### config.mk
export PLATFORM = sky130hd
export DESIGN_NAME = dmem_arb
export DESIGN_NICKNAME = d
export VERILOG_FILES = /design/src/rtl/rv_dec_pkg.sv /design/src/rtl/ls_align_chk.sv /design/src/rtl/dmem_arb.sv
export SDC_FILE = /design/constraint.sdc
export NUM_CORES = 1
export LEC_CHECK = 0
export ABC_AREA = 1
export ABC_CLOCK_PERIOD_IN_PS = 1350
export CORE_UTILIZATION = 38
export CTS_BUF_LIST = sky130_fd_sc_hd__clkbuf_4
export CTS_CLUSTER_DIAMETER = 150
export DETAILED_ROUTE_END_ITERATION = 8
export GPL_TIMING_DRIVEN = 0
export PLACE_DENSITY = 0.89
export SETUP_SLACK_MARGIN = 0.02
export SLEW_MARGIN = 20
export SYNTH_ARGS = -nofsm -noshare
export SYNTH_HDL_FRONTEND = slang
export SYNTH_SLANG_ARGS = --single-unit
### constraint.sdc
create_clock -name clk -period 1.35 [get_ports clk]
set_clock_uncertainty 0.1 [all_clocks]
set_input_delay 0.135 -clock clk [delete_from_list [all_inputs] [get_ports clk]]
set_output_delay 0.135 -clock clk [all_outputs]
set_load 0.05 [all_outputs]
### src/rtl/rv_dec_pkg.sv
// Shared RISC-V decode types: load/store func3 encodings and the data-memory arbiter state.
package rv_dec;

  typedef enum logic [2:0] {
    LB  = 3'b000,
    LH  = 3'b001,
    LW  = 3'b010,
    LBU = 3'b100,
    LHU = 3'b101
  } load_func3_e;

  typedef enum logic [2:0] {
    SB = 3'b000,
    SH = 3'b001,
    SW = 3'b010
  } store_func3_e;

  typedef enum logic [1:0] {
    IDLE,
    ACCESS,
    RESP
  } dmem_arb_state_e;

endpackage

### src/rtl/ls_align_chk.sv
// Flags illegal func3 widths and misaligned halfword/word load/store addresses.
module ls_align_chk
  import rv_dec::*;
(
  input  logic       we,
  input  logic [2:0] func3,
  input  logic [1:0] addr,
  output logic       bad
);

  always_comb begin
    bad = 1'b0;
    if (we) begin
      case (store_func3_e'(func3))
        SB:      bad = 1'b0;
        SH:      bad = addr[0];
        SW:      bad = |addr;
        default: bad = 1'b1;
      endcase
    end else begin
      case (load_func3_e'(func3))
        LB, LBU: bad = 1'b0;
        LH, LHU: bad = addr[0];
        LW:      bad = |addr;
        default: bad = 1'b1;
      endcase
    end
  end

endmodule

### src/rtl/dmem_arb.sv
// Two-port arbiter/sequencer for the data memory: grant, one-cycle access, registered response.
module dmem_arb
  import rv_dec::*;
#(
  parameter int unsigned AW         = 11,
  parameter int unsigned DW         = 32,
  parameter bit          FIXED_PRIO = 1'b0
) (
  input  logic                clk,
  input  logic                rst_n,
  input  logic [1:0]          req,
  input  logic [1:0]          we,
  input  logic [1:0][AW-1:0]  addr,
  input  logic [1:0][DW-1:0]  wdata,
  input  logic [1:0][2:0]     func3,
  output logic [1:0]          gnt,
  output logic [1:0]          rvalid,
  output logic [DW-1:0]       rdata,
  output logic                err,
  output logic [AW-1:0]       mem_addr,
  output logic [DW-1:0]       mem_wdata,
  output logic [2:0]          mem_func3,
  output logic                mem_rd_en,
  output logic                mem_wr_en,
  input  logic [DW-1:0]       mem_rdata
);

  dmem_arb_state_e state_q, state_d;

  logic          last_q;  // 1 = port 1 was granted last
  logic          id_q;
  logic          we_q;
  logic [AW-1:0] addr_q;
  logic [DW-1:0] wdata_q;
  logic [2:0]    func3_q;
  logic [DW-1:0] rdata_q;
  logic          err_q;
  logic          bad;
  logic          accept;
  logic          in_access;

  ls_align_chk u_align_chk (
    .we    (we_q),
    .func3 (func3_q),
    .addr  (addr_q[1:0]),
    .bad   (bad)
  );

  always_comb begin
    state_d = state_q;
    gnt     = 2'b00;
    unique case (state_q)
      IDLE: begin
        if (|req) begin
          state_d = ACCESS;
          if (req == 2'b11) begin
            gnt = (FIXED_PRIO || last_q) ? 2'b01 : 2'b10;
          end else begin
            gnt = req;
          end
        end
      end
      ACCESS:  state_d = RESP;
      RESP:    state_d = IDLE;
      default: state_d = IDLE;
    endcase
  end

  assign accept    = |gnt;
  assign in_access = (state_q == ACCESS);

  always_ff @(posedge clk or negedge rst_n) begin
    if (!rst_n) begin
      state_q <= IDLE;
      last_q  <= 1'b1;
      id_q    <= 1'b0;
      we_q    <= 1'b0;
      addr_q  <= '0;
      wdata_q <= '0;
      func3_q <= '0;
      rdata_q <= '0;
      err_q   <= 1'b0;
    end else begin
      state_q <= state_d;
      if (accept) begin
        last_q  <= gnt[1];
        id_q    <= gnt[1];
        we_q    <= we[gnt[1]];
        addr_q  <= addr[gnt[1]];
        wdata_q <= wdata[gnt[1]];
        func3_q <= func3[gnt[1]];
      end
      if (in_access) begin
        rdata_q <= (!we_q && !bad) ? mem_rdata : '0;
        err_q   <= bad;
      end
    end
  end

  assign mem_addr  = addr_q;
  assign mem_wdata = wdata_q;
  assign mem_func3 = func3_q;
  assign mem_rd_en = in_access && !we_q && !bad;
  assign mem_wr_en = in_access && we_q && !bad;

  assign rvalid = (state_q == RESP) ? (id_q ? 2'b10 : 2'b01) : 2'b00;
  assign rdata  = rdata_q;
  assign err    = err_q;

endmodule

==> results.cfg, run 1 <==
[power_and_ir_drop]
combPwrFrac_pct = 70.9
pwr-share-seq_pct = 21.4
p_switching_mw = 11.2
power_density_mw_per_mm2 = 2700
p_int_mw = 11.0
switching_share_pct = 50.6
pwr-share-clk_pct = 7.7
total_leakage_power_nw = 4.28
max-vdd-ir-drop_mv = 1.85

[global_route]
grt_pass1_wl_um = 22600
grt_use_total_pct = 25.0
grt_antenna_before_repair = 0
grt_max_degree = 54
grt_pass1_vias = 4623
overflow = 0

[final_layout]
area_growth_pct = 89.9
antenna_cells = 0
layout_common_cells = 142 x inv_1, 128 x clkdlybuf4s50_1, 116 x nand2_1
final_cells = 1016
nNetsFinal = 1001
final_area_sq_mm = 0.00823
drive_above_1_share_pct = 34.1
final_common_cell = inv_1

[placement]
dpl.hpwl_um = 9970
place_congestion = 0.809
numPlacedInstances = 942
placed_area_sq_mm = 0.00679
port-buffer-count = 214

[synth]
synth-seq-cells = 84
synth.avg_cell_area_sq_um = 7.38
ys_seq_area_share_pct = 48.6
synth_nets = 717
synthDistinctLibCells = 20
yosysWarnings = 0
synthCells = 587
synth.cell_area_sq_mm = 0.00433

[clocking]
cts_root_buf = clkbuf_4
cts_max_level = 3
clk_pin_slew_worst_paths_ns = 0.15
cts_tree = built
cts_buffers = 9
clock_sinks = 84
clk_path_buf_depth = 2
insertion_delay_ns = 0.44

[sta]
setup_tns_ns = -27.09
maxSlewHeadroom_pct = 53.3
min_period_ns = 1.87
fmax_mhz = 534
slew_viol_final = 0
tightestPinTransition_ns = 0.701
setup_viol = 93
finalHoldViolCount = 0
rsz0062_at_grt = true
period_share_pct = 139
worst_slack_ns = -0.523

[floorplan]
core_area_sq_mm = 0.0110
io_pins = 215
die_h_um = 109
die-area_sq_mm = 0.0118
fp.dieW_um = 109
start_util_pct = 39.4
fp-row-count = 38

[route]
vias = 4939
wirelength_um = 15700
drt_first_iter_violations = 313
avgViaCountPerCell = 4.86
dr.pass1.iters = 4
final_antenna_net_count = 0
route.detailed.drc = 0
routedWlPerCell_um = 15.5

[setup_path]
worstPathRequired_ns = 1.12
r2r_cells = 8
cp-start-kind = flop
cp_max_fo = 6
arrival_ns = 1.64
cp-end-kind = output port
critical_path_class = flop to output port

[worst_hold_path]
hold_path_depth = 3
hp-class = primary input to flop

[run_status]
violations = negative setup slack
status = complete, but fails checks

[run]
drv_cap = 0
[layout make-up]
class	count	area, sq um
inverters	151	577
clock inverters	7	90.1
flip-flops and latches	84	2110
repair buffers	277	2850
well taps	140	175
plain buffers	33	379
multi-input cells	315	1970
fillers	744	2760
clock buffers	9	67.6
[cells in the mapped netlist, drive strengths merged]
cell type	number	area share, %
inv	151	13
nand2	119	10
nand3	99	11
dfrtp	83	48
o21ai	50	5.8
nand4	32	4.6
buf	19	2.8
clkbuf	18	1.6
nor2	10	0.98
a21oi	2	0.49
nor3	2	0.23
a211oi	1	0.17
dfstp	1	0.61
[metal layers]
metal	vias up	global-route usage [%]	part of all wire [%]	routed length [um]
met4	0	8.59	1.7	267
met2	220	45.6	52	8200
met1	2316	28.3	39	6150
met5	-	0	0	0
li1	2377	-	-	-
met3	26	6.16	7.1	1120
[critical path, cell delays in order (launching register included)]
cell     delay, ns
dfrtp_2       0.48
buf_6         0.13
nor2_4        0.14
nand3_4       0.14
nand3_4       0.13
nor2_4        0.04
buf_8         0.14
[through the flow]
step | hold WS (ns) | util, % | power, mW | setup slack (ns)
floorplan | -0.261 | - | 12.3 | -0.180
global placement | 0.362 | 61.6 | 16.1 | -3.37
detailed placement | 0.132 | 61.8 | 16.4 | -1.16
CTS | 0.118 | 68.3 | 19.9 | -0.447
global route | 0.109 | 74.9 | 23.2 | -0.579
finish | 0.123 | 74.9 | 22.2 | -0.523
[registers in the layout (all words and copies together) (netlist names)]
| register | flops |
|---|---|
| state_q | 2 |
| mem_func3 | 3 |
| last_q | 1 |
| id_q | 1 |
| err | 1 |
| mem_wdata | 32 |
| rdata | 32 |
| mem_addr | 11 |
| we_q | 1 |
[cells by family after synthesis]
logic type	Yosys count	share of synthesized area, %
flip-flops	84	48.6
buffers and inverters	188	17.4
AO/OA/AOI/OAI	53	6.44
AND/OR/NAND/NOR	262	27.6
[power groups by stage]
stage                     combinational [mW]  clock, mW  sequential (mW)
after floorplan                         3.71          0             8.54
after global placement                  11.6          0             4.57
after detailed placement                11.8          0             4.59
after CTS                               13.6       1.71             4.60
after global routing                    16.5       1.81             4.88
final                                   15.7       1.70             4.74
[timing repair]
item	CTS	global route
cloned	8	4
hold buffers	1	0
resized for setup	648	168
pin swaps	29	34
setup buffers	25	25
hold endpoints to repair	51	0
setup endpoints to repair	167	159
[final timing paths]
| kind | slack (ns) | start | endpoint |
|---|---|---|---|
| max reg2reg | -0.41 | state_q[1] | mem_wdata[7] |
| min in group asynchronous | 0.16 | rst_n | rdata[9] |
| max | -0.52 | mem_func3[0] | mem_wr_en |
| min | 0.12 | mem_rdata[30] | rdata[30] |
| min reg2reg | 0.40 | rdata[11] | rdata[11] |
| max in group asynchronous | 0.36 | rst_n | rdata[24] |
Power figures use the tool's default switching activity.
==> inputs of run 2 (changes only) <==
Settings changed: ABC_CLOCK_PERIOD_IN_PS 1350 to 1620.
Clock period 1.35 ns to 1.62 ns, I/O delays scaled along.
==> run 2 against run 1 <==
The run still ends with negative setup slack left. Design area fell by 5.2%. Sequential power fell by 19%. Non-clock buffer count fell by 21. Wire length fell by 1.0%. First-iteration DRC count rose by 11%. Core utilization fell by 3.9 points. Sequential share of layout area rose by 1.4 points. Clock power fell by 34%. Flip-flop and latch count did not move. Worst setup slack improved by 0.36 ns. Register-to-register slack improved by 0.24 ns. Critical endpoint is now mem_wdata[28]. Largest cell class unchanged. Largest power group unchanged.
==> results.cfg, run 2 (synthesis gave the netlist of run 1 again) <==
[route]
final_antenna_net_count = 0
dr.pass1.iters = 5
route.detailed.drc = 0
avgViaCountPerCell = 4.88
vias = 4857
drt_first_iter_violations = 348
wirelength_um = 15600
routedWlPerCell_um = 15.7

[floorplan]
core_area_sq_mm = 0.0110
die-area_sq_mm = 0.0118
start_util_pct = 39.4
fp.dieW_um = 109
die_h_um = 109
io_pins = 215
fp-row-count = 38

[power_and_ir_drop]
power_density_mw_per_mm2 = 2160
pwr-share-seq_pct = 22.7
switching_share_pct = 54.8
p_int_mw = 7.59
max-vdd-ir-drop_mv = 1.06
total_leakage_power_nw = 4.00
pwr-share-clk_pct = 6.7
p_switching_mw = 9.22
combPwrFrac_pct = 70.6

[final_layout]
drive_above_1_share_pct = 33.1
final_area_sq_mm = 0.00780
nNetsFinal = 980
antenna_cells = 0
area_growth_pct = 80.0
post-route-util_pct = 71.0
fillerInstances = 841
final_common_cell = inv_1
layout_common_cells = 143 x inv_1, 128 x clkdlybuf4s50_1, 115 x nand2_1

[setup_path]
cp_max_fo = 5
cp-end-kind = flop
path_cells = nor2_4 -> inv_2 -> buf_6 -> a21oi_4 -> buf_6 -> buf_8 -> buf_12 -> buf_8 -> nand3_2 -> o21ai_1
cp-start-kind = flop
critPathSlowestCell = dfrtp_2
worstPathRequired_ns = 1.86
arrival_ns = 2.03
cp_top_family = buffers and inverters
cp_num_buf_inv = 6
cpPeakStageDelay_ns = 0.47
critical_path_class = flop to flop

[clocking]
clock_sinks = 84
cts_root_buf = clkbuf_4
cts_tree = built
insertion_delay_ns = 0.40
clk_pin_slew_worst_paths_ns = 0.15
clk_path_buf_depth = 2
cts_buffers = 9
cts_max_level = 3

[global_route]
overflow = 0
grt_max_degree = 49
grt_antenna_before_repair = 0
grt_use_total_pct = 24.5
grt_pass1_wl_um = 22300
grt_pass1_vias = 4665

[sta]
min_period_ns = 1.79
worst_slack_ns = -0.166
finalHoldViolCount = 0
holdWs_ns = 0.140
slew_viol_final = 0
rsz0062_at_grt = true
setup_viol = 55
maxSlewHeadroom_pct = 66.0
period_share_pct = 110
tightestPinTransition_ns = 0.510
setup_tns_ns = -4.85
fmax_mhz = 560

[run]
drv_cap = 0

[placement]
pre_cts_slack_ns = -1.01
place_congestion = 0.782
dpl.hpwl_um = 10000
port-buffer-count = 214
placed_area_sq_mm = 0.00671

[run_status]
status = complete, but fails checks
violations = negative setup slack

[worst_hold_path]
hp-class = primary input to asynchronous set/reset pin
==> run 2: cell count changes in the layout (fill, tap and decap cells not counted), sizes merged <==
| cell | delta |
|---|---|
| clkbuf | +42 |
| inv | +1 |
| clkinvlp | +4 |
| bufinv | -2 |
| clkdlybuf4s15 | +30 |
| clkinv | -4 |
| buf | -92 |
==> run 2: area by class of cell <==
class                   instances  area [sq um]  share of cell area (%)
clock buffers                  10          75.1                   0.963
flip-flops and latches         84          2110                    27.1
multi-input cells             315          2030                    26.1
repair buffers                252          2410                    30.9
plain buffers                  37           364                    4.67
clock inverters                 6          47.5                   0.610
inverters                     151           582                    7.46
well taps                     140           175                    2.25
==> run 2: power groups by stage <==
stage	clock network, mW	registers (mW)	logic [mW]
2_1_floorplan	0	7.10	2.88
3_3_place_gp	0	3.76	9.45
3_5_place_dp	0	3.79	9.61
4_1_cts	1.17	3.79	10.6
5_1_grt	1.25	3.94	12.5
6_report	1.12	3.82	11.9
==> run 2: worst paths after layout <==
path / start / end / slack [ns] / cells after the start
worst max-delay path: state_q[1] / mem_wdata[28] / -0.17 / 10
max in group asynchronous: rst_n / state_q[1] / 0.65 / 3
min in group clk: mem_rdata[17] / rdata[17] / 0.18 / 3
worst min-delay path: rst_n / mem_wdata[31] / 0.14 / 2
worst min register to register: rdata[29] / rdata[29] / 0.40 / 2
worst max register to register: state_q[1] / mem_wdata[28] / -0.17 / 10
==> run 2: metal layers <==
layer | global-route usage, % | vias to the layer above | part of all wire [%] | wire, um
met4 | 9.85 | 0 | 2.8 | 437
met1 | 29.0 | 2296 | 39 | 6110
li1 | - | 2345 | - | -
met3 | 5.02 | 32 | 5.8 | 907
met2 | 43.4 | 184 | 52 | 8120
met5 | 0 | - | 0 | 0
==> run 2: what timing repair did <==
action	in CTS	in global routing
setup endpoints to repair	158	135
gates cloned	3	5
endpoints found under the hold margin	40	0
setup buffers	23	9
hold buffers	1	0
resized for setup	349	189
pin swaps	27	29
==> run 2: stage by stage <==
stage | power, mW | std cells
global placement | 13.2 | 941
CTS | 15.6 | 984
floorplan | 9.98 | 587
finish | 16.8 | 995
detailed placement | 13.4 | 942
global route | 17.7 | 995
